File: config.mk
export PLATFORM = sky130hd
export DESIGN_NAME = credit_ledger
export DESIGN_NICKNAME = d
export VERILOG_FILES = /design/src/rtl/credit_ledger.sv
export SDC_FILE = /design/constraint.sdc
export NUM_CORES = 1
export LEC_CHECK = 0
export ABC_AREA = 1
export ABC_CLOCK_PERIOD_IN_PS = 2200
export CORE_MARGIN = 3
export CORE_UTILIZATION = 46
export DETAILED_ROUTE_END_ITERATION = 10
export GPL_ROUTABILITY_DRIVEN = 0
export PLACE_DENSITY_LB_ADDON = 0.15
export SLEW_MARGIN = 20
export SYNTH_ARGS = -nofsm -noshare
export SYNTH_HDL_FRONTEND = slang
export SYNTH_SLANG_ARGS = --single-unit
File: constraint.sdc
create_clock -name clk -period 2.2 [get_ports clk]
set_clock_uncertainty 0.05 [all_clocks]
set_input_delay 0.44 -clock clk [delete_from_list [all_inputs] [get_ports clk]]
set_output_delay 0.44 -clock clk [all_outputs]
set_load 0.05 [all_outputs]
File: src/rtl/credit_ledger.sv
// credit_ledger: coin credit accumulator with purchase debit and refund.
// Optional feature macro: CREDIT_SAT_EN -- when defined, credit results above
// CMAX clamp to CMAX and set the sticky ovf flag; otherwise credit wraps
// modulo 2^W and ovf is held at 0.
module credit_ledger #(
    parameter int NCH  = 3,
    parameter int W    = 7,
    parameter int CMAX = 100
) (
    input  logic             clk,
    input  logic             reset,
    input  logic [NCH-1:0]   coin_vld,
    input  logic [NCH*W-1:0] coin_val,
    input  logic             buy_req,
    input  logic [W-1:0]     buy_price,
    input  logic             refund_req,
    output logic [W-1:0]     credit,
    output logic             buy_ack,
    output logic             buy_nak,
    output logic [W-1:0]     change_out,
    output logic             change_vld,
    output logic             ovf
);

    // Sum width wide enough to add every channel plus the held credit.
    localparam int SW = W + $clog2(NCH + 1);

    // The ceiling must be representable in the credit register.
    if (CMAX >= (2 ** W)) begin : g_cmax_chk
        $error("credit_ledger: CMAX must be below 2^W");
    end

    typedef enum logic [1:0] {
        S_IDLE   = 2'd0,
        S_DEBIT  = 2'd1,
        S_HOLD   = 2'd2,
        S_REFUND = 2'd3
    } state_t;

    state_t         r_state;
    state_t         w_state_nxt;
    logic [W-1:0]   r_credit;
    logic [SW-1:0]  w_coin_in;
    logic [SW-1:0]  w_credit_ext;
    logic [SW-1:0]  w_price_ext;
    logic           w_afford;
    logic [SW-1:0]  w_raw_nxt;
    logic [W-1:0]   w_credit_nxt;
    logic           w_clip;

    // Limit an unbounded credit result to the register width.
    function automatic logic [W:0] limit_credit(input logic [SW-1:0] raw);
        logic [W:0] res;
`ifdef CREDIT_SAT_EN
        if (raw > SW'(CMAX)) begin
            res = {1'b1, W'(CMAX)};
        end else begin
            res = {1'b0, raw[W-1:0]};
        end
`else
        res = {1'b0, raw[W-1:0]};
`endif
        return res;
    endfunction

    assign w_credit_ext = {{(SW-W){1'b0}}, r_credit};
    assign w_price_ext  = {{(SW-W){1'b0}}, buy_price};
    // Affordability uses the held credit only; this cycle's coins do not count.
    assign w_afford     = (r_credit >= buy_price);

    // Sum all coins accepted this cycle without truncation.
    always_comb begin
        w_coin_in = '0;
        for (int i = 0; i < NCH; i++) begin
            if (coin_vld[i]) begin
                w_coin_in = w_coin_in + {{(SW-W){1'b0}}, coin_val[i*W +: W]};
            end
        end
    end

    // Unbounded next credit: coins are added in every state.
    always_comb begin
        w_raw_nxt = w_credit_ext + w_coin_in;
        case (r_state)
            S_DEBIT: begin
                if (w_afford) begin
                    w_raw_nxt = w_credit_ext - w_price_ext + w_coin_in;
                end
            end
            S_REFUND: begin
                w_raw_nxt = w_coin_in;
            end
            default: begin
                w_raw_nxt = w_credit_ext + w_coin_in;
            end
        endcase
        {w_clip, w_credit_nxt} = limit_credit(w_raw_nxt);
    end

    // State register.
    always_ff @(posedge clk or negedge reset) begin
        if (!reset) begin
            r_state <= S_IDLE;
        end else begin
            r_state <= w_state_nxt;
        end
    end

    // Next-state logic; refund wins over a simultaneous purchase in IDLE.
    always_comb begin
        w_state_nxt = r_state;
        case (r_state)
            S_IDLE: begin
                if (refund_req) begin
                    w_state_nxt = S_REFUND;
                end else if (buy_req) begin
                    w_state_nxt = S_DEBIT;
                end
            end
            S_DEBIT:  w_state_nxt = S_HOLD;
            S_HOLD: begin
                if (!buy_req) begin
                    w_state_nxt = S_IDLE;
                end
            end
            S_REFUND: w_state_nxt = S_IDLE;
            default:  w_state_nxt = S_IDLE;
        endcase
    end

    // Output decode: strobes are pure functions of state so reset clears them at once.
    always_comb begin
        buy_ack    = 1'b0;
        buy_nak    = 1'b0;
        change_vld = 1'b0;
        change_out = '0;
        case (r_state)
            S_DEBIT: begin
                buy_ack = w_afford;
                buy_nak = !w_afford;
            end
            S_REFUND: begin
                change_vld = 1'b1;
                change_out = r_credit;
            end
            default: begin
                buy_ack = 1'b0;
            end
        endcase
    end

    // Credit register.
    always_ff @(posedge clk or negedge reset) begin
        if (!reset) begin
            r_credit <= '0;
        end else begin
            r_credit <= w_credit_nxt;
        end
    end

    assign credit = r_credit;

`ifdef CREDIT_SAT_EN
    logic r_ovf;

    // Sticky clip flag, restarted by a refund.
    always_ff @(posedge clk or negedge reset) begin
        if (!reset) begin
            r_ovf <= 1'b0;
        end else if (r_state == S_REFUND) begin
            r_ovf <= w_clip;
        end else begin
            r_ovf <= r_ovf | w_clip;
        end
    end

    assign ovf = r_ovf;
`else
    logic w_unused_clip;
    assign w_unused_clip = w_clip;
    assign ovf = 1'b0;
`endif

endmodule

==> results of run 1 <==
logic make-up after synthesis:
group | after synthesis | share of synthesized area (%)
simple gates | 162 | 34.69
compound gates | 41 | 11.22
fa+ha+maj | 39 | 25.07
other cells | 1 | 0.1716
flops | 9 | 10.30
xor+xnor | 14 | 5.610
buf+inv | 71 | 12.94
synth_stat cells (7+ instances only):
cell	instances	share of area (%)
nand2_1	87	15
inv_1	64	11
ha_1	31	18
nand3_1	29	6.6
nor2_1	18	3.1
a21oi_1	16	3.7
dfrtp_1	9	10
nand4_1	9	2.6
fa_1	8	7.3
o21ai_1	7	1.6
xnor2_1	7	2.8
xor2_1	7	2.8
through the flow:
stage	cell area [sq um]	utilization [%]	instances
3_3_place_gp	3522	78.72	509
2_1_floorplan	2333	-	337
4_1_cts	4280	95.67	562
3_5_place_dp	3522	78.72	509
timing repair:
action	4_1_cts
resized for setup	130
setup buffers	49
setup endpoints to repair	9
pin swaps	68
cloned	0
==> flow_metrics.tcl, run 1 <==
set metrics [dict create \
    toolErrorMsg "[ERROR DPL-0038] Utilization greater than 100%, impossible to legalize" \
    cts_inserted_buffers 3 \
    rows 24 \
    cts_hold_buf 0 \
    die_h_um 74.94 \
    lastStage "global routing (5_1_grt)" \
    syn-instance-count 337 \
    initial_core_util_pct 48.85 \
    cts_sinks 9 \
    async_flop_share_pct 100.0 \
    place_ws_ns -2.556 \
    yosysWarningCount 0 \
    synth_ff_type "dfrtp_1" \
    grt_max_degree 11 \
    synth_edf_count 0 \
    clockRootBuffer "clkbuf_8" \
    dpl.hpwl_mm 5.680 \
    syn-mean-instance-area_sq_um 6.486 \
    status "stopped before the end" \
    synth_seq_cells 9 \
    port_buffers 51 \
    worstEndpointType "register data pin" \
    synth_nets 411 \
    yosysSeqAreaShare_pct 10.30 \
    die_x_um 74.94 \
    clockBufferDepth 2 \
    ios 53 \
    worst_endpoint "credit[6]$_DFF_PN0_/D" \
    synth_area_sq_um 2186 \
    synth_cell_types 34 \
    cts_max_level 1 \
]
==> run 2: changes to the inputs <==
--- a/config.mk
+++ b/config.mk
@@ -6,9 +6,9 @@
 export NUM_CORES = 1
 export LEC_CHECK = 0
 export ABC_AREA = 1
-export ABC_CLOCK_PERIOD_IN_PS = 2200
+export ABC_CLOCK_PERIOD_IN_PS = 2900
 export CORE_MARGIN = 3
-export CORE_UTILIZATION = 46
+export CORE_UTILIZATION = 38
 export DETAILED_ROUTE_END_ITERATION = 10
 export GPL_ROUTABILITY_DRIVEN = 0
 export PLACE_DENSITY_LB_ADDON = 0.15
==> constraint.sdc (replaced) <==
create_clock -name clk -period 2.9 [get_ports clk]
set_clock_uncertainty 0.05 [all_clocks]
set_input_delay 0.58 -clock clk [delete_from_list [all_inputs] [get_ports clk]]
set_output_delay 0.58 -clock clk [all_outputs]
set_load 0.05 [all_outputs]
==> flow_metrics.tcl, run 2 <==
set metrics [dict create \
    ys_top_cells_by_count "nand2_1 (87), inv_1 (64), ha_1 (31), nand3_1 (29), nor2_1 (18)" \
    syn-instance-count 337 \
    clk_pin_slew_ns 0.04 \
    seqPwrFrac_pct 8.5 \
    rsz0062_at_grt "yes" \
    synth_area_sq_um 2186 \
    cts_hold_buf 0 \
    yosysSeqAreaShare_pct 10.30 \
    clockBufferDepth 2 \
    cp.required_ns 2.97 \
    die_x_um 81.85 \
    vias 2728 \
    synth_fa_ha_area_share_pct 25.07 \
    n_fill_cell 391 \
    r2r_end "credit[5]$_DFF_PN0_" \
    cts_inserted_buffers 3 \
    synth_top_cell_by_area "ha_1" \
    drv_cap 0 \
    cts_sinks 9 \
    final_cell_mix "buf_4 (97), nand2_1 (60), inv_1 (51)" \
    worst_pin_slew_ns 0.5091 \
    power_uw 3540 \
    grt_max_degree 11 \
    combPwrFrac_pct 87.2 \
    syn-mean-instance-area_sq_um 6.486 \
    synth_top_family_by_area "simple AND/OR/NAND/NOR gates" \
    maxSlewViolCount 0 \
    timing.reg2reg.setup_slack_ns 0.55 \
    largest_reg_flops 7 \
    worstPathMaxFanout 6 \
    antenna_found_initial 0 \
    slew_headroom_pct 65.95 \
    drt_iter0_markers 110 \
    synth_seq_cells 9 \
    cts_max_level 1 \
    hold_class "reg2reg" \
    synth_xor_area_share_pct 5.610 \
    rows 26 \
    crit_end "credit[5]$_DFF_PN0_" \
    first_global_vias 2726 \
    grt_usage_pct 23.71 \
    yosysMostFrequentCell "nand2_1" \
    start_kind "input port" \
    die-area_sq_um 6699 \
    hold_viol 0 \
    synth_nets 411 \
    async_flop_share_pct 100.0 \
    num_antenna_cells 0 \
    min_period_ns 4.001 \
    synth_compound_area_share_pct 11.22 \
    wire_per_inst_um 14.11 \
    ios 53 \
    drc 0 \
    status "finished with violations" \
    post_drt_via_cell_ratio 4.915 \
    yosysWarningCount 0 \
    dpl.hpwl_mm 5.636 \
    synth_area_leaders "ha_1 (18%), nand2_1 (15%), inv_1 (11%)" \
    synth_cell_types 34 \
    crit_arrival_ns 4.07 \
    synth_ff_type "dfrtp_1" \
    port_buffers 51 \
    place_ws_ns -1.809 \
    synth_edf_count 0 \
    peakVddDrop_v 0.0005935 \
    reg2reg_depth 12 \
    p_leak_uw 0.002098 \
    worst-setup-path-type "in2reg" \
    power_frac_clock_pct 4.3 \
    drive_above_1_share_pct 44.54 \
    power.internal_uw 1733 \
    core_sq_um 5335 \
    timing.fmax_mhz 250.0 \
    die_h_um 81.85 \
    p_sw_uw 1807 \
    worstSkewPairLatency_ns 0.24 \
    dr.pass1.iters 4 \
    setup_viol 6 \
    initial_core_util_pct 40.97 \
    layout_commonest_cell "buf_4" \
    p_per_area_nw_per_um2 872.6 \
    setup_slack_ns -1.101 \
    synth_mux_area_share_pct 0 \
    grt_pass1_wl_mm 12.37 \
    wirelength_mm 7.830 \
    syn_to_final_growth_pct 85.58 \
    violations "setup timing" \
    cp-end-kind "flop" \
    finalNetCount 560 \
    yosys.area.top_type_share_pct 17.74 \
    synthSimpleGateAreaFrac_pct 34.69 \
    swShare_pct 51.04 \
    ant_nets 0 \
    grt.overflow.total 0 \
    cts_tree "built" \
    crit_start "coin_vld[0]" \
    period_share_pct 138.0 \
    clockRootBuffer "clkbuf_8" \
    timing.rr.start "credit[2]$_DFF_PN0_" \
]
-- run 2: cell counts after synthesis --
No cell type changed its count.
-- run 2: cell families (layout without fill, tap and decap cells) --
group / Yosys count / after routing
DFF: 9 / 9
AOI/OAI and AO/OA: 41 / 41
xor gates and xnor gates: 14 / 14
buffers and inverters: 71 / 219
and+or+nand+nor: 162 / 162
other: 1 / 1
adders and majority gates: 39 / 39
-- run 2: worst min path at each step --
stage,to,cells after the start,startpoint,slack [ns]
final,r_state[0]$_DFFE_PN0P_,1,r_state[1]$_DFFE_PN0P_,0.48
after global routing,r_state[0]$_DFFE_PN0P_,1,r_state[1]$_DFFE_PN0P_,0.50
after CTS,r_state[0]$_DFFE_PN0P_,1,r_state[1]$_DFFE_PN0P_,0.48
after detailed placement,r_state[0]$_DFFE_PN0P_,1,r_state[1]$_DFFE_PN0P_,0.47
after global placement,r_state[0]$_DFFE_PN0P_,1,r_state[1]$_DFFE_PN0P_,0.44
after floorplan,credit[0]$_DFF_PN0_,0,reset,0.23
-- run 2: timing repair --
item                                   in CTS  in global routing
setup buffers                              32                  8
pin swaps                                  60                 59
endpoints found under the hold margin       0                  0
setup endpoints to repair                   9                  8
gates resized for setup                    88                 49
-- run 2: per-layer routing --
layer | global-route usage (%) | share of wire [%] | up-vias
met5 | 0 | 0 | -
met4 | 2.824 | 0.56 | 0
met3 | 3.838 | 5.2 | 5
met2 | 41.92 | 50 | 76
met1 | 30.97 | 44 | 1266
li1 | - | - | 1381
-- run 2: area by class of cell --
type | instances | area (sq um) | area share (%)
Multi-Input combinational cell | 257 | 2162 | 53.30
Timing Repair Buffer | 148 | 1272 | 31.37
Inverter | 67 | 264.0 | 6.508
Sequential cell | 9 | 225.2 | 5.552
Tap cell | 70 | 87.58 | 2.159
Clock buffer | 4 | 45.04 | 1.110
-- run 2: worst max-delay path: stages --
cell	delay (ns)
buf_12	0.12
nand2_4	0.06
inv_2	0.04
ha_4	0.16
inv_1	0.09
nand2_1	0.08
nand3_2	0.08
nand2_1	0.08
nand2_2	0.07
nand3_2	0.09
nand2_4	0.10
ha_4	0.21
a21o_1	0.20
a31oi_4	0.18
xor2_2	0.20
nand2_2	0.11
nand2_4	0.09
fa_1	0.41
inv_2	0.08
ha_4	0.21
buf_4	0.14
a21oi_2	0.12
nand3_2	0.11
o21ai_2	0.18
nand2_1	0.10
a21oi_2	0.13
nand2_1	0.05
-- run 2: power by group through the flow --
stage	clock network, uW	registers, uW	logic [uW]
2_1_floorplan	0	442	1550
3_3_place_gp	0	296	2540
3_5_place_dp	0	296	2580
4_1_cts	154	295	2820
5_1_grt	165	311	3390
6_report	152	300	3090
-- run 2: through the flow --
| stage | utilization, % | instances | cell area (sq um) | hold slack, ns | TNS, ns |
|---|---|---|---|---|---|
| 3_5_place_dp | 62.97 | 513 | 3359 | 0.4690 | -10.18 |
| 3_3_place_gp | 62.97 | 513 | 3359 | 0.4408 | -9.851 |
| 2_1_floorplan | - | 337 | 2333 | 0.2344 | -5.229 |
| 6_report | 76.03 | 555 | 4056 | 0.4759 | -5.093 |
| 4_1_cts | 71.58 | 549 | 3819 | 0.4768 | -4.501 |
| 5_1_grt | 76.03 | 555 | 4056 | 0.5002 | -6.023 |
Power figures use the tool's default switching activity.
